File: src/rtl/tron_pkg.sv
// tron_pkg: shared definitions for the light-cycle game blocks.
//   - Game_State codes driven by the top-level game FSM.
//   - scorer_state_t: state encoding of round_scorer (also exported on its
//     debug port so checkers can bind to it).
//   - pidx_w(): width of a player index, never less than one bit.
package tron_pkg;

  localparam logic [2:0] GS_MENU = 3'd0;
  localparam logic [2:0] GS_PLAY = 3'd1;
  localparam logic [2:0] GS_OVER = 3'd4;

  typedef enum logic [1:0] {
    SC_IDLE       = 2'd0,
    SC_PLAY       = 2'd1,
    SC_HOLD       = 2'd2,
    SC_MATCH_OVER = 2'd3
  } scorer_state_t;

  function automatic int pidx_w(input int n);
    int w;
    w = $clog2(n);
    return (w < 1) ? 1 : w;
  endfunction

endpackage

File: src/rtl/frame_tick_gen.sv
// frame_tick_gen: turns the ~60 Hz frame strobe into a one-clk tick pulse.
//
// Ports:
//   clk        in  system clock
//   rst        in  asynchronous active-high reset
//   frame_clk  in  frame strobe
//   tick       out one-cycle pulse, registered, per frame_clk rising edge
//
// Build option ROUND_SCORER_FRAME_SYNC_EN: when defined, frame_clk is treated
// as asynchronous and passes through a 2-flop synchroniser before the edge
// detector (tick arrives 3 cycles after the edge instead of 1).
module frame_tick_gen (
  input  logic clk,
  input  logic rst,
  input  logic frame_clk,
  output logic tick
);

  logic frame_s;
  logic prev_q, prev_d;
  logic tick_q, tick_d;

`ifdef ROUND_SCORER_FRAME_SYNC_EN
  logic sync1_q, sync2_q;

  always_ff @(posedge clk or posedge rst) begin
    if (rst) begin
      sync1_q <= 1'b0;
      sync2_q <= 1'b0;
    end else begin
      sync1_q <= frame_clk;
      sync2_q <= sync1_q;
    end
  end

  assign frame_s = sync2_q;
`else
  assign frame_s = frame_clk;
`endif

  always_comb begin
    prev_d = frame_s;
    tick_d = frame_s & ~prev_q;
  end

  always_ff @(posedge clk or posedge rst) begin
    if (rst) begin
      prev_q <= 1'b0;
      tick_q <= 1'b0;
    end else begin
      prev_q <= prev_d;
      tick_q <= tick_d;
    end
  end

  assign tick = tick_q;

endmodule

File: src/rtl/round_scorer.sv
// round_scorer: N-player round/match scorer for the light-cycle game.
// Each frame tick it removes crashed players from the alive mask, awards the
// round to the last survivor (or flags a draw), waits HOLD_FRAMES ticks,
// pulses reset_round to restart the arena, and latches the match winner once
// a score reaches WIN_SCORE.
//
// Ports:
//   Clk           in  system clock
//   Reset         in  asynchronous active-high reset
//   frame_clk     in  frame strobe (see frame_tick_gen)
//   Game_State    in  game-state code (tron_pkg GS_*)
//   score_clr     in  synchronous clear of scores, flags and state
//   player_color  in  per-player colour under the head, 0 = crash
//   score         out packed per-player scores
//   win           out sticky match-winner flags
//   round_winner  out index of the last round's survivor
//   round_draw    out last round ended with no survivor
//   round_active  out high while in PLAY
//   reset_round   out one-cycle arena restart pulse
//   dbg_state     out current scorer state
//
// Build option ROUND_SCORER_FRAME_SYNC_EN: adds a 2-flop synchroniser on
// frame_clk inside frame_tick_gen.
module round_scorer
  import tron_pkg::*;
#(
  parameter int NUM_PLAYERS = 2,
  parameter int COLOR_W     = 8,
  parameter int SCORE_W     = 2,
  parameter int WIN_SCORE   = 3,
  parameter int HOLD_FRAMES = 60,
  localparam int PIDX_W     = pidx_w(NUM_PLAYERS)
) (
  input  logic                           Clk,
  input  logic                           Reset,
  input  logic                           frame_clk,
  input  logic [2:0]                     Game_State,
  input  logic                           score_clr,
  input  logic [NUM_PLAYERS*COLOR_W-1:0] player_color,
  output logic [NUM_PLAYERS*SCORE_W-1:0] score,
  output logic [NUM_PLAYERS-1:0]         win,
  output logic [PIDX_W-1:0]              round_winner,
  output logic                           round_draw,
  output logic                           round_active,
  output logic                           reset_round,
  output scorer_state_t                  dbg_state
);

  localparam int HOLD_W = (HOLD_FRAMES < 1) ? 1 : $clog2(HOLD_FRAMES + 1);
  localparam int CNT_W  = $clog2(NUM_PLAYERS + 1);

  if (WIN_SCORE < 1 || WIN_SCORE > (1 << SCORE_W) - 1) begin : g_bad_win_score
    $error("round_scorer: WIN_SCORE must be in 1..2^SCORE_W-1");
  end
  if (NUM_PLAYERS < 2 || NUM_PLAYERS > 8) begin : g_bad_num_players
    $error("round_scorer: NUM_PLAYERS must be in 2..8");
  end

  logic tick;

  frame_tick_gen u_tick (
    .clk       (Clk),
    .rst       (Reset),
    .frame_clk (frame_clk),
    .tick      (tick)
  );

  scorer_state_t                  state_q, state_d;
  logic [NUM_PLAYERS-1:0]         alive_q, alive_d;
  logic [NUM_PLAYERS*SCORE_W-1:0] score_q, score_d;
  logic [NUM_PLAYERS-1:0]         win_q, win_d;
  logic [PIDX_W-1:0]              round_winner_q, round_winner_d;
  logic                           round_draw_q, round_draw_d;
  logic                           round_active_q, round_active_d;
  logic                           reset_round_q, reset_round_d;
  logic [HOLD_W-1:0]              hold_cnt_q, hold_cnt_d;

  logic [NUM_PLAYERS-1:0] crashed;
  logic [NUM_PLAYERS-1:0] alive_next;
  logic [CNT_W-1:0]       alive_cnt;
  logic [PIDX_W-1:0]      surv_idx;
  logic [SCORE_W-1:0]     sc_cur;
  logic                   in_play;

  // Crash detection, popcount and survivor encoder. Masking with alive_q means
  // an already-eliminated player's crash colour has no effect.
  always_comb begin
    crashed   = '0;
    alive_cnt = '0;
    surv_idx  = '0;
    for (int i = 0; i < NUM_PLAYERS; i++) begin
      crashed[i] = (player_color[i*COLOR_W +: COLOR_W] == '0);
    end
    alive_next = alive_q & ~crashed;
    for (int i = 0; i < NUM_PLAYERS; i++) begin
      alive_cnt = alive_cnt + CNT_W'(alive_next[i]);
      if (alive_next[i]) surv_idx = PIDX_W'(i);
    end
  end

  assign in_play = (Game_State == GS_PLAY);

  always_comb begin
    state_d        = state_q;
    alive_d        = alive_q;
    score_d        = score_q;
    win_d          = win_q;
    round_winner_d = round_winner_q;
    round_draw_d   = round_draw_q;
    hold_cnt_d     = hold_cnt_q;
    reset_round_d  = 1'b0;
    sc_cur         = '0;

    if (score_clr) begin
      state_d        = SC_IDLE;
      alive_d        = '1;
      score_d        = '0;
      win_d          = '0;
      round_winner_d = '0;
      round_draw_d   = 1'b0;
      hold_cnt_d     = '0;
    end else begin
      case (state_q)
        SC_IDLE: begin
          if (in_play) begin
            state_d = SC_PLAY;
            alive_d = '1;
          end
        end

        SC_PLAY: begin
          // Leaving GS_PLAY wins over a coincident tick: no scoring happens.
          if (!in_play) begin
            state_d = SC_IDLE;
            alive_d = '1;
          end else if (tick) begin
            alive_d = alive_next;
            if (alive_cnt == CNT_W'(1)) begin
              // alive_next is one-hot here, so it selects the survivor slot.
              for (int i = 0; i < NUM_PLAYERS; i++) begin
                if (alive_next[i]) begin
                  sc_cur = score_q[i*SCORE_W +: SCORE_W];
                  if (sc_cur < SCORE_W'(WIN_SCORE)) sc_cur = sc_cur + 1'b1;
                  score_d[i*SCORE_W +: SCORE_W] = sc_cur;
                  if (sc_cur == SCORE_W'(WIN_SCORE)) win_d[i] = 1'b1;
                end
              end
              round_winner_d = surv_idx;
              round_draw_d   = 1'b0;
              state_d        = SC_HOLD;
              hold_cnt_d     = HOLD_W'(HOLD_FRAMES);
            end else if (alive_cnt == '0) begin
              round_draw_d = 1'b1;
              state_d      = SC_HOLD;
              hold_cnt_d   = HOLD_W'(HOLD_FRAMES);
            end
          end
        end

        SC_HOLD: begin
          if (!in_play) begin
            state_d = SC_IDLE;
            alive_d = '1;
          end else if (tick) begin
            if (hold_cnt_q == '0) begin
              if (|win_q) begin
                state_d = SC_MATCH_OVER;
              end else begin
                reset_round_d = 1'b1;
                alive_d       = '1;
                state_d       = SC_PLAY;
              end
            end else begin
              hold_cnt_d = hold_cnt_q - 1'b1;
            end
          end
        end

        SC_MATCH_OVER: begin
          // Only Reset or score_clr leave this state.
        end

        default: begin
          state_d = SC_IDLE;
          alive_d = '1;
        end
      endcase
    end

    round_active_d = (state_d == SC_PLAY);
  end

  always_ff @(posedge Clk or posedge Reset) begin
    if (Reset) begin
      state_q        <= SC_IDLE;
      alive_q        <= '1;
      score_q        <= '0;
      win_q          <= '0;
      round_winner_q <= '0;
      round_draw_q   <= 1'b0;
      round_active_q <= 1'b0;
      reset_round_q  <= 1'b0;
      hold_cnt_q     <= '0;
    end else begin
      state_q        <= state_d;
      alive_q        <= alive_d;
      score_q        <= score_d;
      win_q          <= win_d;
      round_winner_q <= round_winner_d;
      round_draw_q   <= round_draw_d;
      round_active_q <= round_active_d;
      reset_round_q  <= reset_round_d;
      hold_cnt_q     <= hold_cnt_d;
    end
  end

  assign score        = score_q;
  assign win          = win_q;
  assign round_winner = round_winner_q;
  assign round_draw   = round_draw_q;
  assign round_active = round_active_q;
  assign reset_round  = reset_round_q;
  assign dbg_state    = state_q;

endmodule

File: config.mk
export PLATFORM = sky130hd
export DESIGN_NAME = round_scorer
export DESIGN_NICKNAME = d
export VERILOG_FILES = /design/src/rtl/tron_pkg.sv /design/src/rtl/frame_tick_gen.sv /design/src/rtl/round_scorer.sv
export SDC_FILE = /design/constraint.sdc
export NUM_CORES = 1
export LEC_CHECK = 0
export ABC_AREA = 1
export CAP_MARGIN = 0
export CORE_MARGIN = 4
export CORE_UTILIZATION = 53
export DETAILED_ROUTE_END_ITERATION = 6
export PLACE_DENSITY = 0.85
export SYNTH_ARGS = -nofsm -noshare
export SYNTH_HDL_FRONTEND = slang
export SYNTH_SLANG_ARGS = --single-unit
export TNS_END_PERCENT = 1
File: constraint.sdc
create_clock -name Clk -period 2.76 [get_ports Clk]
set_clock_uncertainty 0.2 [all_clocks]
set_input_delay 0.552 -clock Clk [delete_from_list [all_inputs] [get_ports Clk]]
set_output_delay 0.552 -clock Clk [all_outputs]
set_load 0.05 [all_outputs]
== Yosys cells after proc, flatten, opt, wreduce, memory -nomap -nowiden ==
Cells that the tools add are included.
Storage, ports and cells
  register bits after elaboration: 22
  bits in latches: 0
  memories: 0
  ROM bits: 0
  bits in writable memories: 0
  output and inout port bits: 12
  word-level logic and storage cells: 143
Cells by class
  mux-type cells: 77
  divide/modulo/power cells: 0
  shift-type cells: 0
  magnitude comparators: 2
  reductions and logical operators: 25
  eq/ne operators: 18
  bitwise operators: 4
  multiply operators: 0
  add/subtract/negate cells: 4
Operator list (count)
  $mux W2: 39
  $mux W6: 8
  $mux W1: 22
  $mux W4: 5
  $reduce_and A6 Y1: 3
  $logic_not A8 Y1: 2
  $reduce_bool A2 Y1: 8
  $ne A3 B3 Y1 const B: 4
  $ne A4 B4 Y1 const B: 3
  $pmux W2 S3: 2
  $pmux W6 S2: 1
  $reduce_and A5 Y1: 2
  $ne A4 B3 Y1 const B: 2
  $reduce_and A4 Y1: 2
  $reduce_and A7 Y1: 1
  $eq A2 B1 Y1 const B: 3
  $eq A2 B2 Y1 const B: 3
  $logic_not A6 Y1: 1
  $ne A3 B2 Y1 const B: 2
  $reduce_bool A3 Y1: 2
  $sub A6 B1 Y6 const B: 1
  $add A2 B1 Y2 const B: 2
  $logic_not A2 Y1: 2
  $lt A2 B2 Y1 const B: 2
  8 further kinds: 8

== Longest topological paths before layout ==
Gate-level depths: netlist (run 1).
  word-level depth: 18
  depth in mapped cells: 13
  gate-level depth less buffers: 13

== By module ==
Synthesis (run 1) repeated with hierarchy kept, for this count alone.
Second synthesis, totals
  cells, all modules: 198
  area, all modules: 1514.0 sq um
By module, submodules not included
  round_scorer: cells each 193, area an instance 1450.1 sq um, sequential area each 503.0 sq um, times used 1
  frame_tick_gen: cells each 5, area an instance 63.8 sq um, sequential area each 50.0 sq um, times used 1

== Least setup slack after synthesis (run 1) ==
OpenSTA, ideal clock, no wires.
  path type: input port to flip-flop
  from: input player_color[7]
  to: register hold_cnt_q[5]
  data arrival time: 1.790 ns
  path buffers: 0
  setup time: 0.116 ns
  data required time: 2.444 ns
  slack: 0.654 ns
  stages: 12
  cells stage by stage: nor2_1 nand2_1 o21ai_0 ha_1 nor2_1 nand2_1 nand2_2 nand2_1 o21ai_1 nor2_2 nand2_1 nand2_1
On the way
  longest elaborated chain between the ends: 10
  elaborated cells between the ends (all ways): 13
Ends and longest elaborated chain
  start, declared: line round_scorer.sv:39  | input logic [NUM_PLAYERS*COLOR_W-1:0] player_color,
  $logic_not A8 Y1 (*): line round_scorer.sv:92  | crashed[i] = (player_color[i*COLOR_W +: COLOR_W] == '0);
  $not A2 Y2 (*): line round_scorer.sv:94  | alive_next = alive_q & ~crashed;
  $and A2 B2 Y2 (*): line round_scorer.sv:94
  $add A1 B1 Y2 (*): line round_scorer.sv:96  | alive_cnt = alive_cnt + CNT_W'(alive_next[i]);
  $eq A2 B1 Y1: line round_scorer.sv:138  | if (alive_cnt == CNT_W'(1)) begin
  $mux W6: line round_scorer.sv:138
  $mux W6: line round_scorer.sv:136  | end else if (tick) begin
  $mux W6: line round_scorer.sv:133  | if (!in_play) begin
  $pmux W6 S2: line round_scorer.sv:123  | case (state_q)
  $mux W6: line round_scorer.sv:114  | if (score_clr) begin
  end signal, assigned: line round_scorer.sv:213  | hold_cnt_q <= hold_cnt_d;
  end, declared: line round_scorer.sv:76  | logic [HOLD_W-1:0] hold_cnt_q, hold_cnt_d;
Mark *: on every way between the ends. The rest lies on a longest branch, timed or not. The select of a mux whose other input is x is not followed.
A chain may end at the register's enable or synchronous reset.

== Final worst setup path (run 1) ==
  from: input player_color[4]
  to: register hold_cnt_q[5]
Same word-level chain as after synthesis.

==> impl_metrics.env, run 1 <==
export IMPL_status="completed"
export IMPL_yosysSeqAreaShare_pct=39.1
export IMPL_drt_iter0_drc=45
export IMPL_p_comb_share_pct=31.3
export IMPL_rr_startpoint="dbg_state[0]"
export IMPL_placed_cells=270
export IMPL_cts_inserted_buffers=3
export IMPL_crit_arrival_ns=2.34
export IMPL_cp_startpoint="player_color[4]"
export IMPL_ir_worst_vdd_mv=0.335
export IMPL_worstSetupStartpointType="primary input"
export IMPL_path_clk_slew_ns=0.12
export IMPL_ys_seq_elements=22
export IMPL_drv_cap=0
export IMPL_area_delta_synth_final_pct=29.8
export IMPL_hold_viol_final=0
export IMPL_avgSynthCellArea_sq_um=6.94
export IMPL_setup_ws_ns=0.431
export IMPL_synth_fp_nets=234
export IMPL_port_buffers=34
export IMPL_min_delay_path_depth=1
export IMPL_gp_congestion=0.907
export IMPL_max_slew_margin_pct=66.9
export IMPL_cts_resized=0
export IMPL_fmax_mhz=429
export IMPL_grt_pass1_vias=1349
export IMPL_dp_hpwl_um=2530
export IMPL_worst_pin_slew_ns=0.495
export IMPL_ys_warn_count=0
export IMPL_dieHeight_um=59.7
export IMPL_start_util_pct=56.1
export IMPL_core_area_sq_mm=0.00252
export IMPL_grt_use_total_pct=19.8
export IMPL_fin_crit_ns=2.33
export IMPL_drtAntennaViolNets=0
export IMPL_post_cts_buffers=0
export IMPL_drive_gt1_share_pct=8.20
export IMPL_wl_per_cell_um=11.6
export IMPL_drt_vias_per_instance=5.34
export IMPL_netlist_cell_type_count=26
export IMPL_cts_sinks=22
export IMPL_antenna_found_initial=0
export IMPL_clock_path_buffers=2
export IMPL_fin_crit_sh_pct=84.4
export IMPL_dp_slack_ns=0.0870
export IMPL_switchingPower_uw=267
export IMPL_num_vias=1463
export IMPL_p_leak_uw=0.000880
export IMPL_drv_slew=0
export IMPL_crit_path_end_kind="register"
export IMPL_syn_instance_count=204
export IMPL_clockRootBuffer="clkbuf_4"
export IMPL_row_count=18
export IMPL_ioPinCount=35
export IMPL_cts_tree="yes"
export IMPL_die_w_um=59.7
export IMPL_min_delay_start="u_tick.prev_q"
export IMPL_holdBufCountCts=0
export IMPL_rsz0062_at_grt="false"
export IMPL_insertedDiodeCount=0
export IMPL_p_clk_share_pct=20.1
export IMPL_pwr_share_seq_pct=48.6
export IMPL_fin_cells=274
export IMPL_first_pass_iters=4
export IMPL_hold_path_class="reg2reg"
export IMPL_setup_viol=0
export IMPL_critPathRequiredTime_ns=2.77
export IMPL_worst_path_max_fanout=6
export IMPL_grt_pass1_wl_um=5470
export IMPL_final_cell_mix="nand2_1 (57), clkdlybuf4s50_1 (34), nor2_1 (30), inv_1 (27), dfrtp_1 (20)"
export IMPL_crit_type="in2reg"
export IMPL_internal_power_uw=502
export IMPL_dieArea_sq_mm=0.00356
export IMPL_p_per_area_mw_per_mm2=418
export IMPL_insertion_delay_ns=0.31
export IMPL_htree_num_levels=1
export IMPL_r2r_cells=9
export IMPL_fin_nets=275
export IMPL_syn_area_sq_mm=0.00142
export IMPL_grt_max_degree=23
export IMPL_power_switching_share_pct=34.7
export IMPL_drc=0
export IMPL_final_common_cell="nand2_1"
export IMPL_grt_overflow=0
export IMPL_finalWirelength_um=3180
export IMPL_fin_setup_tns_ns=0
-- Yosys cell counts --
cell type	count	area share, %
o21ai_1	6	2.1
o31ai_1	2	1.1
nor2_1	30	8.0
nor3_1	2	0.71
a21oi_1	8	2.8
nand2_2	2	0.88
nor2_2	2	0.88
inv_1	27	7.2
ha_1	7	6.2
inv_2	2	0.53
nand3_1	17	6.0
nand2_1	57	15
nor4_1	1	0.44
buf_2	1	0.35
nand2_4	1	0.80
a21oi_2	1	0.62
o21ai_0	9	3.2
a21boi_0	1	0.53
o21ai_2	1	0.62
nor2_4	1	0.80
dfrtp_1	20	35
nand3_2	1	0.71
dfstp_2	2	3.7
nand4_1	1	0.44
o22ai_1	1	0.44
buf_4	1	0.53
-- cell families after synthesis --
group,synth area share (%)
fa+ha+maj,6.19
simple gates,34.7
buf+inv,8.58
flops,39.1
compound gates,11.4
-- stage by stage --
step | hold WS, ns | power (uW) | cell area, sq um | util, %
after floorplan | 0.176 | 528 | 1420 | -
after global placement | 0.184 | 613 | 1810 | 71.8
after detailed placement | 0.182 | 620 | 1810 | 71.8
after CTS | 0.201 | 773 | 1840 | 72.8
after global routing | 0.216 | 814 | 1840 | 72.8
final | 0.201 | 768 | 1840 | 72.8
-- layout make-up --
cell class | instances | area, sq um
fill | 203 | 686
multi-input combinational | 151 | 741
timing repair buffer | 38 | 370
inverter | 29 | 109
clock buffer | 4 | 26.3
tap | 30 | 37.5
sequential | 22 | 553
-- routing by layer --
layer / vias up / track usage (%) / share of wire, %
met3: 7 / 3.46 / 6.5
met1: 668 / 24.4 / 42
met5: - / 0 / 0
met4: 0 / 6.65 / 1.3
li1: 730 / - / -
met2: 58 / 34.7 / 50
-- path summary, 6_finish.rpt --
check                                end  slack [ns]
setup / recovery           hold_cnt_q[5]        0.43
hold / removal               u_tick.tick        0.20
setup reg to reg           hold_cnt_q[2]        0.76
hold reg to reg              u_tick.tick        0.20
max in group asynchronous     alive_q[1]        1.72
min in group asynchronous  hold_cnt_q[3]        0.35
-- worst max-delay path, stage by stage --
cell and delay, ns:
clkdlybuf4s50_1 0.42, nor2_1 0.09, nand2_1 0.05, o21ai_0 0.26, ha_1 0.30, nor2_1 0.12, nand2_1 0.08, nand2_2 0.10
nand2_1 0.06, o21ai_1 0.10, nor2_2 0.10, nand2_1 0.07, nand2_1 0.04
-- power by group through the flow --
stage / sequential, uW / clock [uW] / combinational, uW
global placement: 379 / 0 / 234
CTS: 373 / 158 / 242
detailed placement: 379 / 0 / 241
global route: 377 / 170 / 267
finish: 373 / 154 / 241
floorplan: 418 / 0 / 110
-- registers in the layout (all words and copies together) (netlist names) --
signal / flops
hold_cnt_q: 6
score: 4
alive_q: 2
dbg_state: 2
win: 2
reset_round: 1
round_active: 1
round_draw: 1
round_winner: 1
u_tick.prev_q: 1
u_tick.tick: 1
Note: power is estimated with default switching activity, not from simulation.
==> inputs of run 2 (changes only) <==
CORE_UTILIZATION = 49   (was 53)
PLACE_DENSITY = 0.79   (was 0.85)
clock period = 2.3 ns   (was 2.76 ns; I/O delays follow)
==> run 2 against run 1 <==
  * Sequential cell count did not move
  * Register-to-register slack got worse by 0.38 ns
  * Critical path depth fell by 12
  * Non-clock buffer count rose by 3
  * Utilization fell by 4.0 points
  * Critical path type is now reg2out
  * Critical endpoint is now dbg_state[1]
==> impl_metrics.env, run 2 (same netlist as run 1, synthesis figures left out) <==
export IMPL_status="completed"
export IMPL_drc=0
export IMPL_worst_path_buf_inv=1
export IMPL_antenna_found_initial=0
export IMPL_post_cts_buffers=0
export IMPL_max_slew_margin_pct=66.6
export IMPL_clockRootBuffer="clkbuf_4"
export IMPL_worstSetupStartpointType="register"
export IMPL_die_w_um=61.7
export IMPL_fin_crit_sh_pct=96.7
export IMPL_wl_per_cell_um=11.0
export IMPL_worst_pin_slew_ns=0.499
export IMPL_cpMaxStageDelayCell="clkdlybuf4s50_1"
export IMPL_drv_cap=0
export IMPL_hold_slack_ns=0.206
export IMPL_insertedDiodeCount=0
export IMPL_ioPinCount=35
export IMPL_fmax_mhz=450
export IMPL_finalWirelength_um=3050
export IMPL_ir_worst_vdd_mv=0.461
export IMPL_insertion_delay_ns=0.31
export IMPL_crit_chain="clkdlybuf4s50_1"
export IMPL_grt_overflow=0
export IMPL_drtAntennaViolNets=0
export IMPL_port_buffers=34
export IMPL_crit_arrival_ns=1.56
export IMPL_row_count=19
export IMPL_total_power_uw=1040
export IMPL_drv_slew=0
export IMPL_fin_crit_ns=2.22
export IMPL_fin_nets=278
export IMPL_worst_path_max_fanout=4
export IMPL_path_delay_family="buffers and inverters"
export IMPL_grt_max_degree=14
export IMPL_first_pass_iters=4
export IMPL_largest_reg_flops=6
export IMPL_final_common_cell="nand2_1"
export IMPL_p_leak_uw=0.000927
export IMPL_path_clk_slew_ns=0.13
export IMPL_min_delay_start="u_tick.prev_q"
export IMPL_p_per_area_mw_per_mm2=550
export IMPL_final_cell_mix="nand2_1 (57), clkdlybuf4s50_1 (33), nor2_1 (30), inv_1 (27), dfrtp_1 (20)"
export IMPL_hold_viol_final=0
export IMPL_n_fill_cell=258
export IMPL_cp_startpoint="dbg_state[1]"
export IMPL_num_vias=1378
export IMPL_grt_use_total_pct=17.9
export IMPL_setup_viol=0
export IMPL_drive_gt1_share_pct=10.5
export IMPL_cts_tree="yes"
export IMPL_core_area_sq_mm=0.00276
export IMPL_htree_num_levels=1
export IMPL_area_delta_synth_final_pct=34.0
export IMPL_crit_type="reg2out"
export IMPL_cts_sinks=22
export IMPL_cts_resized=0
export IMPL_rsz0062_at_grt="false"
export IMPL_rr_startpoint="dbg_state[0]"
export IMPL_dp_hpwl_um=2510
export IMPL_slowest_delay_ns=0.82
export IMPL_top_register="hold_cnt_q"
export IMPL_drt_iter0_drc=37
export IMPL_gp_congestion=0.868
export IMPL_drt_vias_per_instance=4.96
export IMPL_clock_path_buffers=2
export IMPL_crit_path_end_kind="output port"
export IMPL_utilization_pct=68.8
export IMPL_start_util_pct=51.3
export IMPL_dieArea_sq_mm=0.00381
export IMPL_hold_path_class="reg2reg"
export IMPL_fin_setup_tns_ns=0
export IMPL_cts_inserted_buffers=3
export IMPL_dieHeight_um=61.7
export IMPL_critPathRequiredTime_ns=1.64
export IMPL_grt_pass1_vias=1234
export IMPL_grt_pass1_wl_um=5200
export IMPL_holdBufCountCts=0
run 2: cell type report:
cell class | count | area (sq um) | area share, %
inverter | 29 | 109 | 5.74
clock buffer | 3 | 22.5 | 1.19
clock inverter | 1 | 30.0 | 1.58
multi-input combinational | 151 | 748 | 39.4
timing repair buffer | 41 | 395 | 20.8
tap | 31 | 38.8 | 2.04
sequential | 22 | 553 | 29.2
run 2: report_power, final:
part	switching (uW)	internal (uW)	total, uW
Clock	127	176	304
Combinational	172	119	291
Sequential	26.8	421	448
run 2: stage by stage:
| step | cells | worst slack (ns) | instance area (sq um) |
|---|---|---|---|
| after floorplan | 204 | 0.268 | 1420 |
| after global placement | 274 | -0.178 | 1830 |
| after detailed placement | 274 | -0.221 | 1830 |
| after CTS | 278 | 0.0706 | 1890 |
| after global routing | 278 | 0.0155 | 1900 |
| final | 278 | 0.0765 | 1900 |
run 2: worst paths after layout:
kind | endpoint | cells after the start | slack, ns
max reg2reg | hold_cnt_q[4] | 9 | 0.38
max in group asynchronous | hold_cnt_q[4] | 3 | 1.16
min | u_tick.tick | 1 | 0.21
min in group asynchronous | round_draw | 2 | 0.24
max | dbg_state[1] | 1 | 0.08
min reg2reg | u_tick.tick | 1 | 0.21
run 2: metal layers:
layer  GRT usage (%)  vias up  share of wire, %
met5               0        -                 0
li1                -      734                 -
met1            24.2      615                47
met2            30.5       25                47
met3            3.10        4               4.8
met4            3.03        0              0.72
run 2: worst register-to-register path, delay by kind of cell (launching register included):
family / cells / cell delay [ns]
and+or+nand+nor: 6 / 0.77
DFF: 1 / 0.43
adders and majority gates: 1 / 0.28
buffers and inverters: 1 / 0.10
AOI/OAI and AO/OA: 1 / 0.09
==> inputs of run 3 (changes only) <==
CORE_ASPECT_RATIO = 0.7   (was unset)
==> run 3 against run 2 <==
  * Routed wire length grew 4.3%
  * Global-route usage grew 0.16 points
  * Clock power grew 17%
  * Critical endpoint is now dbg_state[0]
  * Die area grew 0.35%
  * Cell area grew 1.3%
  * Critical path depth is the same
  * Highest routed layer unchanged
  * Via count grew 0.22%
  * Sequential share of layout area shrank 0.38 points
  * Hold slack lost 0.0096 ns
==> impl_metrics.env, run 3 (same netlist as run 1, synthesis figures left out) <==
export IMPL_status="completed"
export IMPL_worst_path_max_fanout=5
export IMPL_drive_gt1_share_pct=10.9
export IMPL_critPathRequiredTime_ns=1.64
export IMPL_worst_pin_slew_ns=0.492
export IMPL_clock_path_buffers=2
export IMPL_n_fill_cell=249
export IMPL_row_count=16
export IMPL_grt_pass1_vias=1248
export IMPL_p_per_area_mw_per_mm2=575
export IMPL_cts_inserted_buffers=3
export IMPL_p_leak_uw=0.000917
export IMPL_grt_use_total_pct=18.0
export IMPL_fin_nets=278
export IMPL_wl_per_cell_um=11.2
export IMPL_post_cts_buffers=0
export IMPL_drt_iter0_drc=96
export IMPL_first_pass_iters=4
export IMPL_ir_worst_vdd_mv=0.410
export IMPL_ioPinCount=35
export IMPL_final_common_cell="nand2_1"
export IMPL_worst_path_buf_inv=1
export IMPL_grt_overflow=0
export IMPL_fin_crit_ns=2.16
export IMPL_crit_arrival_ns=1.50
export IMPL_grt_max_degree=14
export IMPL_crit_chain="clkdlybuf4s50_1"
export IMPL_drt_vias_per_instance=4.88
export IMPL_insertion_delay_ns=0.26
export IMPL_htree_num_levels=1
export IMPL_path_delay_family="buffers and inverters"
export IMPL_die_w_um=72.2
export IMPL_path_clk_slew_ns=0.08
export IMPL_cts_sinks=22
export IMPL_dpl_cell_area_sq_mm=0.00184
export IMPL_worstSetupStartpointType="register"
export IMPL_cts_tree="yes"
export IMPL_num_vias=1381
export IMPL_crit_type="reg2out"
export IMPL_drtAntennaViolNets=0
export IMPL_final_area_sq_mm=0.00192
export IMPL_rsz0062_at_grt="false"
export IMPL_dieHeight_um=53.0
export IMPL_slowest_delay_ns=0.83
export IMPL_clockRootBuffer="clkbuf_8"
export IMPL_dp_hpwl_um=2550
export IMPL_gp_congestion=0.953
export IMPL_grt_pass1_wl_um=5380
export IMPL_hold_viol_final=0
export IMPL_fin_crit_sh_pct=93.7
export IMPL_area_delta_synth_final_pct=35.8
export IMPL_port_buffers=34
export IMPL_hold_slack_ns=0.197
export IMPL_fin_setup_tns_ns=0
export IMPL_utilization_pct=69.1
export IMPL_drv_slew=0
export IMPL_fmax_mhz=464
export IMPL_final_cell_mix="nand2_1 (57), clkdlybuf4s50_1 (34), nor2_1 (29), inv_1 (27), dfrtp_1 (20)"
export IMPL_top_register="hold_cnt_q"
export IMPL_finalWirelength_um=3180
export IMPL_cpMaxStageDelayCell="clkdlybuf4s50_1"
export IMPL_drc=0
export IMPL_start_util_pct=50.9
export IMPL_core_area_sq_mm=0.00278
export IMPL_insertedDiodeCount=0
export IMPL_max_slew_margin_pct=67.1
export IMPL_crit_path_end_kind="output port"
export IMPL_drv_cap=0
export IMPL_largest_reg_flops=6
export IMPL_setup_viol=0
export IMPL_hold_path_class="reg2reg"
export IMPL_dieArea_sq_mm=0.00383
export IMPL_antenna_found_initial=0
run 3: cell count changes in the layout (fill, tap and decap cells not counted), sizes merged:
cell and delta:
dlymetal6s2s -1, clkdlybuf4s50 +1
run 3: final timing paths:
kind | from | cells past startpoint | slack [ns] | end
max in group asynchronous | Reset | 3 | 1.07 | score[1]
min reg2reg | u_tick.prev_q | 1 | 0.20 | u_tick.tick
min in group asynchronous | Reset | 2 | 0.30 | hold_cnt_q[0]
max | dbg_state[0] | 1 | 0.14 | dbg_state[0]
max reg2reg | dbg_state[0] | 9 | 0.35 | hold_cnt_q[1]
min | u_tick.prev_q | 1 | 0.20 | u_tick.tick
run 3: timing repair:
item | 4_1_cts | 5_1_grt
gates cloned | 0 | 0
setup endpoints to repair | 1 | 7
resized for setup | 1 | 3
pin swaps | 0 | 0
hold buffers | 0 | 0
run 3: stage by stage:
step	power [uW]	setup WS [ns]	cells
after floorplan	633	0.268	204
after global placement	745	-0.220	279
after detailed placement	751	-0.289	279
after CTS	1110	0.0884	283
after global routing	1170	0.00853	283
final	1100	0.145	283
run 3: report_power, final:
| part | internal [uW] | switching [uW] | total [uW] |
|---|---|---|---|
| logic | 122 | 177 | 299 |
| clock network | 232 | 125 | 357 |
| registers | 421 | 27.9 | 449 |
| total | 775 | 330 | 1100 |
run 3: layout make-up:
| cell class | count | area [sq um] | share of cell area (%) |
|---|---|---|---|
| inverters | 29 | 109 | 5.66 |
| multi-input cells | 151 | 751 | 39.1 |
| flip-flops and latches | 22 | 553 | 28.8 |
| well taps | 36 | 45.0 | 2.34 |
| repair buffers | 41 | 393 | 20.4 |
| clock buffers | 3 | 41.3 | 2.15 |
| clock inverters | 1 | 30.0 | 1.56 |
run 3: per-layer routing:
metal / track usage (%) / part of all wire, %
met1: 25.6 / 49
met2: 27.9 / 43
met3: 5.12 / 6.9
met4: 2.19 / 0.35
met5: 0 / 0
